<file path="src/rtl/mult_div_unit.sv">
// Iterative multiply/divide unit (MULT/MULTU/DIV/DIVU): shift-add multiply, restoring divide, fixed WIDTH+1 latency.
// Optional signed support is enabled by defining MDU_SIGNED_EN; otherwise all operations are unsigned.
module mult_div_unit #(
  parameter int WIDTH = 32
) (
  input  logic             Clk,
  input  logic             Reset,
  input  logic             Start,
  input  logic [1:0]       Op,
  input  logic [WIDTH-1:0] A,
  input  logic [WIDTH-1:0] B,
  output logic             Busy,
  output logic             Done,
  output logic             DivZero,
  output logic [WIDTH-1:0] Hi,
  output logic [WIDTH-1:0] Lo,
  output logic [1:0]       dbg_state
);

  localparam int CW = $clog2(WIDTH + 1);

  typedef enum logic [1:0] {IDLE = 2'd0, MUL = 2'd1, DIV = 2'd2, FIX = 2'd3} state_t;

  state_t state, next_state;

  logic               op_div;
  logic [WIDTH-1:0]   a_orig, mag_a, mag_b;
  logic [2*WIDTH-1:0] acc;
  logic [WIDTH:0]     rem;
  logic [CW-1:0]      cnt;

  logic [WIDTH-1:0]   mag_a_in, mag_b_in;
  logic [WIDTH:0]     mul_sum, div_shift, div_diff;
  logic [2*WIDTH-1:0] prod;
  logic [WIDTH-1:0]   quo, rmd;

`ifdef MDU_SIGNED_EN
  logic neg_a, neg_res, sa_in, sb_in;
  assign sa_in    = Op[1] & A[WIDTH-1];
  assign sb_in    = Op[1] & B[WIDTH-1];
  assign mag_a_in = sa_in ? -A : A;
  assign mag_b_in = sb_in ? -B : B;
  assign prod     = neg_res ? -acc : acc;
  assign quo      = neg_res ? -acc[WIDTH-1:0] : acc[WIDTH-1:0];
  assign rmd      = neg_a ? -rem[WIDTH-1:0] : rem[WIDTH-1:0];
`else
  logic unused_op_sign;
  assign unused_op_sign = Op[1];
  assign mag_a_in = A;
  assign mag_b_in = B;
  assign prod     = acc;
  assign quo      = acc[WIDTH-1:0];
  assign rmd      = rem[WIDTH-1:0];
`endif

  // Multiply adds the multiplicand into the high half when the current multiplier bit is set.
  assign mul_sum   = {1'b0, acc[2*WIDTH-1:WIDTH]} + (acc[0] ? {1'b0, mag_a} : '0);
  // Divide: the dividend lives in acc's low half and shifts out MSB-first while quotient bits shift in.
  assign div_shift = {rem[WIDTH-1:0], acc[WIDTH-1]};
  assign div_diff  = div_shift - {1'b0, mag_b};

  assign dbg_state = state;

  always_ff @(posedge Clk) begin
    if (Reset) state <= IDLE;
    else       state <= next_state;
  end

  always_comb begin
    next_state = state;
    case (state)
      IDLE: if (Start) next_state = Op[0] ? DIV : MUL;
      MUL:  if (cnt == CW'(1)) next_state = FIX;
      DIV:  if (cnt == CW'(1)) next_state = FIX;
      FIX:  next_state = IDLE;
      default: next_state = IDLE;
    endcase
  end

  always_ff @(posedge Clk) begin
    if (Reset) begin
      Busy    <= 1'b0;
      Done    <= 1'b0;
      DivZero <= 1'b0;
      Hi      <= '0;
      Lo      <= '0;
      op_div  <= 1'b0;
      a_orig  <= '0;
      mag_a   <= '0;
      mag_b   <= '0;
      acc     <= '0;
      rem     <= '0;
      cnt     <= '0;
`ifdef MDU_SIGNED_EN
      neg_a   <= 1'b0;
      neg_res <= 1'b0;
`endif
    end else begin
      Done <= 1'b0;
      Busy <= (next_state != IDLE);
      case (state)
        IDLE: if (Start) begin
          op_div <= Op[0];
          a_orig <= A;
          mag_a  <= mag_a_in;
          mag_b  <= mag_b_in;
          acc    <= {{WIDTH{1'b0}}, (Op[0] ? mag_a_in : mag_b_in)};
          rem    <= '0;
          cnt    <= CW'(WIDTH);
`ifdef MDU_SIGNED_EN
          neg_a   <= sa_in;
          neg_res <= sa_in ^ sb_in;
`endif
        end
        MUL: begin
          acc <= {mul_sum, acc[WIDTH-1:1]};
          cnt <= cnt - CW'(1);
        end
        DIV: begin
          if (!div_diff[WIDTH]) begin
            rem <= div_diff;
            acc <= {acc[2*WIDTH-1:WIDTH], acc[WIDTH-2:0], 1'b1};
          end else begin
            rem <= div_shift;
            acc <= {acc[2*WIDTH-1:WIDTH], acc[WIDTH-2:0], 1'b0};
          end
          cnt <= cnt - CW'(1);
        end
        FIX: begin
          Done    <= 1'b1;
          DivZero <= op_div && (mag_b == '0);
          if (!op_div) begin
            Hi <= prod[2*WIDTH-1:WIDTH];
            Lo <= prod[WIDTH-1:0];
          end else if (mag_b == '0) begin
            Hi <= a_orig;
            Lo <= '1;
          end else begin
            Hi <= rmd;
            Lo <= quo;
          end
        end
        default: ;
      endcase
    end
  end

endmodule
</file>
<file path="config.mk">
export PLATFORM = sky130hd
export DESIGN_NAME = mult_div_unit
export DESIGN_NICKNAME = d
export VERILOG_FILES = /design/src/rtl/mult_div_unit.sv
export SDC_FILE = /design/constraint.sdc
export NUM_CORES = 1
export LEC_CHECK = 0
export ABC_AREA = 1
export CELL_PAD_IN_SITES_DETAIL_PLACEMENT = 0
export CELL_PAD_IN_SITES_GLOBAL_PLACEMENT = 1
export CORE_UTILIZATION = 25
export DETAILED_ROUTE_END_ITERATION = 6
export PLACE_DENSITY_LB_ADDON = 0.1
export SKIP_LAST_GASP = 1
export SYNTH_ARGS = -nofsm -noshare
export SYNTH_HDL_FRONTEND = slang
export SYNTH_SLANG_ARGS = --single-unit
</file>
<file path="constraint.sdc">
create_clock -name Clk -period 3.4 [get_ports Clk]
set_input_delay 0.51 -clock Clk [delete_from_list [all_inputs] [get_ports Clk]]
set_output_delay 0.51 -clock Clk [all_outputs]
set_load 0.02 [all_outputs]
</file>
==> flow_metrics.tcl <==
set metrics [dict create \
    status "completed" \
    max_freq_ghz 0.346 \
    vias 15785 \
    syn_to_final_growth_pct 21.0 \
    drive_gt1_share_pct 7.44 \
    p_leak_nw 8.67 \
    maxSlewHeadroom_pct 28.4 \
    finalCritPeriodShare_pct 85.1 \
    synthTopCellsByArea "dfxtp_1, nand2_1, inv_1" \
    overflow 0 \
    initial_utilization_pct 25.5 \
    ys_seq_area_share_pct 30.6 \
    drc_errors 0 \
    clk_pin_slew_ns 0.06 \
    place_congestion 0.900 \
    hp-class "reg -> reg" \
    worstSetupEndpointType "flop" \
    fin_setup_tns_ns 0 \
    detail_route.wl_per_cell_um 19.5 \
    ys_types 48 \
    dpl.cell_count 3240 \
    num_io_pins 138 \
    synth_top_area_share_pct 30.6 \
    setup_viol 0 \
    crit_buf_inv 2 \
    tightest_slew_ns 1.07 \
    r2r_cells 17 \
    synthTopCellsByCount "nand2_1, inv_1, dfxtp_1" \
    routed_wl_mm 64.4 \
    cpPeakStageDelay_ns 0.43 \
    synth-edff-count 0 \
    fp.dieW_um 251 \
    report.final.slew_viol_count 0 \
    num_antenna_cells 0 \
    synth_nets 2539 \
    synthArstFlopShare_pct 0 \
    antenna_found_initial 6 \
    place_hpwl_mm 50.2 \
    vdd_ir_drop_max_mv 0.378 \
    crit_chain "inv_1 -> ha_1 -> fa_1 -> inv_1 -> nand3_2 -> nand2_4 -> nand2_2 -> nand2_4 -> nand2_4 -> nand2_4 -> nand2_4 -> nand2_4 -> nand2_4 -> nand2_4 -> nand2_1 -> nand3_1 -> a21oi_1" \
    die_area_sq_um 62800 \
    antenna_left 0 \
    cts_root_buffer "clkbuf_16" \
    rsz0062_at_grt "false" \
    clockBufferDepth 3 \
    fin_util_pct 30.8 \
    cp-start-kind "flop" \
    yosys_warnings 0 \
    pre_cts_slack_ns 0.290 \
    clkLatencyLatePin_ns 0.58 \
    crit_top_cell "nand2_4" \
    yosysTopAreaCell "dfxtp_1" \
    ys.flop_type "dfxtp_1" \
    cts_tree "built" \
    cp_slowest_cell "fa_1" \
    cp_max_fo 17 \
    instances_no_fill 3295 \
    track_usage_pct 20.3 \
    min_period_ns 2.89 \
    first_global_vias 15031 \
    clock-sinks 236 \
    numCtsBuffers 30 \
    critPathArrivalTime_ns 3.32 \
    port_buffers 136 \
    drv_cap 0 \
    drtIter0Drc 1142 \
    placement_rows 90 \
    post_cts_buffers 0 \
    die_h_um 251 \
    setup_ws_ns 0.508 \
    required_ns 3.82 \
    drt_first_pass_iters 5 \
    ctsHtreeMaxLevel 1 \
    skew_ns 0.0128 \
    syn_area_sq_um 15400 \
    synth_most_common_cell "nand2_1" \
    grt_max_degree 89 \
    core_sq_um 60700 \
    hold_viol 0 \
    worstHoldPathCells 2 \
    vias_per_cell 4.79 \
    ys_ff_latch 236 \
    grt_pass1_wl_mm 96.8 \
    synth_cells 2398 \
    critical_path_depth 17 \
    power_density_nw_per_um2 435 \
    crit_type "reg -> reg" \
    crit_family "simple AND/OR/NAND/NOR gates" \
    finalNetCount 2631 \
    syn_area_per_cell_sq_um 6.44 \
]
-- timing repair --
action / 4_1_cts / 5_1_grt
hold buffers: 0 / 0
gates resized for setup: 0 / 1
endpoints found under the setup margin: 0 / 1
-- placed cells by master (no fill, tap or decap), types with 30 or more instances in the layout --
cell / Yosys / layout
o211ai_1: 35 / 35
nor2_1: 193 / 192
buf_4: 1 / 30
ha_1: 70 / 69
o21ai_0: 206 / 205
clkdlybuf4s50_1: 0 / 134
inv_1: 358 / 357
dfxtp_1: 236 / 235
clkbuf_16: 0 / 30
nand3_1: 116 / 116
o221ai_1: 41 / 41
nand2_1: 596 / 595
a21oi_1: 200 / 199
-- where the power goes --
part | leakage, nW | switching (mW) | internal, mW
combinational | 6.23 | 1.09 | 0.505
sequential | 1.92 | 0.118 | 2.92
clock | 0.515 | 1.34 | 2.15
total | 8.67 | 2.55 | 5.58
-- final cells by class --
cell class | instances | area [sq um]
fillers | 6758 | 42000
multi-input cells | 1677 | 8870
flip-flops and latches | 236 | 4730
repair buffers | 168 | 1630
inverters | 377 | 1420
well taps | 782 | 978
clock buffers | 45 | 877
clock inverters | 10 | 195
-- per-stage QoR --
step	area, sq um	hold WS (ns)	total power [mW]
after floorplan	15400	0.449	4.02
after global placement	17600	0.471	4.69
after detailed placement	17600	0.475	4.70
after CTS	18700	0.484	8.26
after global routing	18700	0.509	8.54
final	18700	0.485	8.13
-- final timing paths --
path,start,end,slack (ns)
max,acc[31]$_SDFFE_PP0P_,rem[0]$_SDFFE_PP0P_,0.51
min,cnt[3]$_SDFFE_PP0P_,cnt[3]$_SDFFE_PP0P_,0.48
max reg2reg,acc[31]$_SDFFE_PP0P_,rem[0]$_SDFFE_PP0P_,0.51
min reg2reg,cnt[3]$_SDFFE_PP0P_,cnt[3]$_SDFFE_PP0P_,0.48
-- worst reg2reg max path, stage by stage (launching register included) --
cell,delay [ns]
dfxtp_1,0.39
inv_1,0.09
ha_1,0.23
fa_1,0.43
inv_1,0.11
nand3_2,0.09
nand2_4,0.12
nand2_2,0.07
nand2_4,0.09
nand2_4,0.06
nand2_4,0.07
nand2_4,0.09
nand2_4,0.11
nand2_4,0.15
nand2_4,0.36
nand2_1,0.10
nand3_1,0.10
a21oi_1,0.07
-- metal layers --
metal / part of all wire, % / track usage (%) / up-vias
li1: - / - / 8000
met1: 51 / 30.3 / 7301
met2: 43 / 31.1 / 426
met3: 4.2 / 2.21 / 58
met4: 2.1 / 4.10 / 0
met5: 0 / 0 / -
-- cell families after synthesis --
kind of cell    count (synthesis)  synth area share [%]
xor+xnor                       14                 0.794
flops                         236                  30.6
fa+ha+maj                      72                  5.93
mux                             8                 0.518
compound gates                553                  20.9
simple gates                 1030                  29.0
buf+inv                       485                  12.2
-- flip-flops by register name (all words and copies together) (netlist names), 2 cells and up --
register / cells
acc: 64
Hi: 32
Lo: 32
mag_a: 32
mag_b: 32
rem: 32
cnt: 6
dbg_state: 2
No activity file was read; power rests on OpenSTA's default activity.
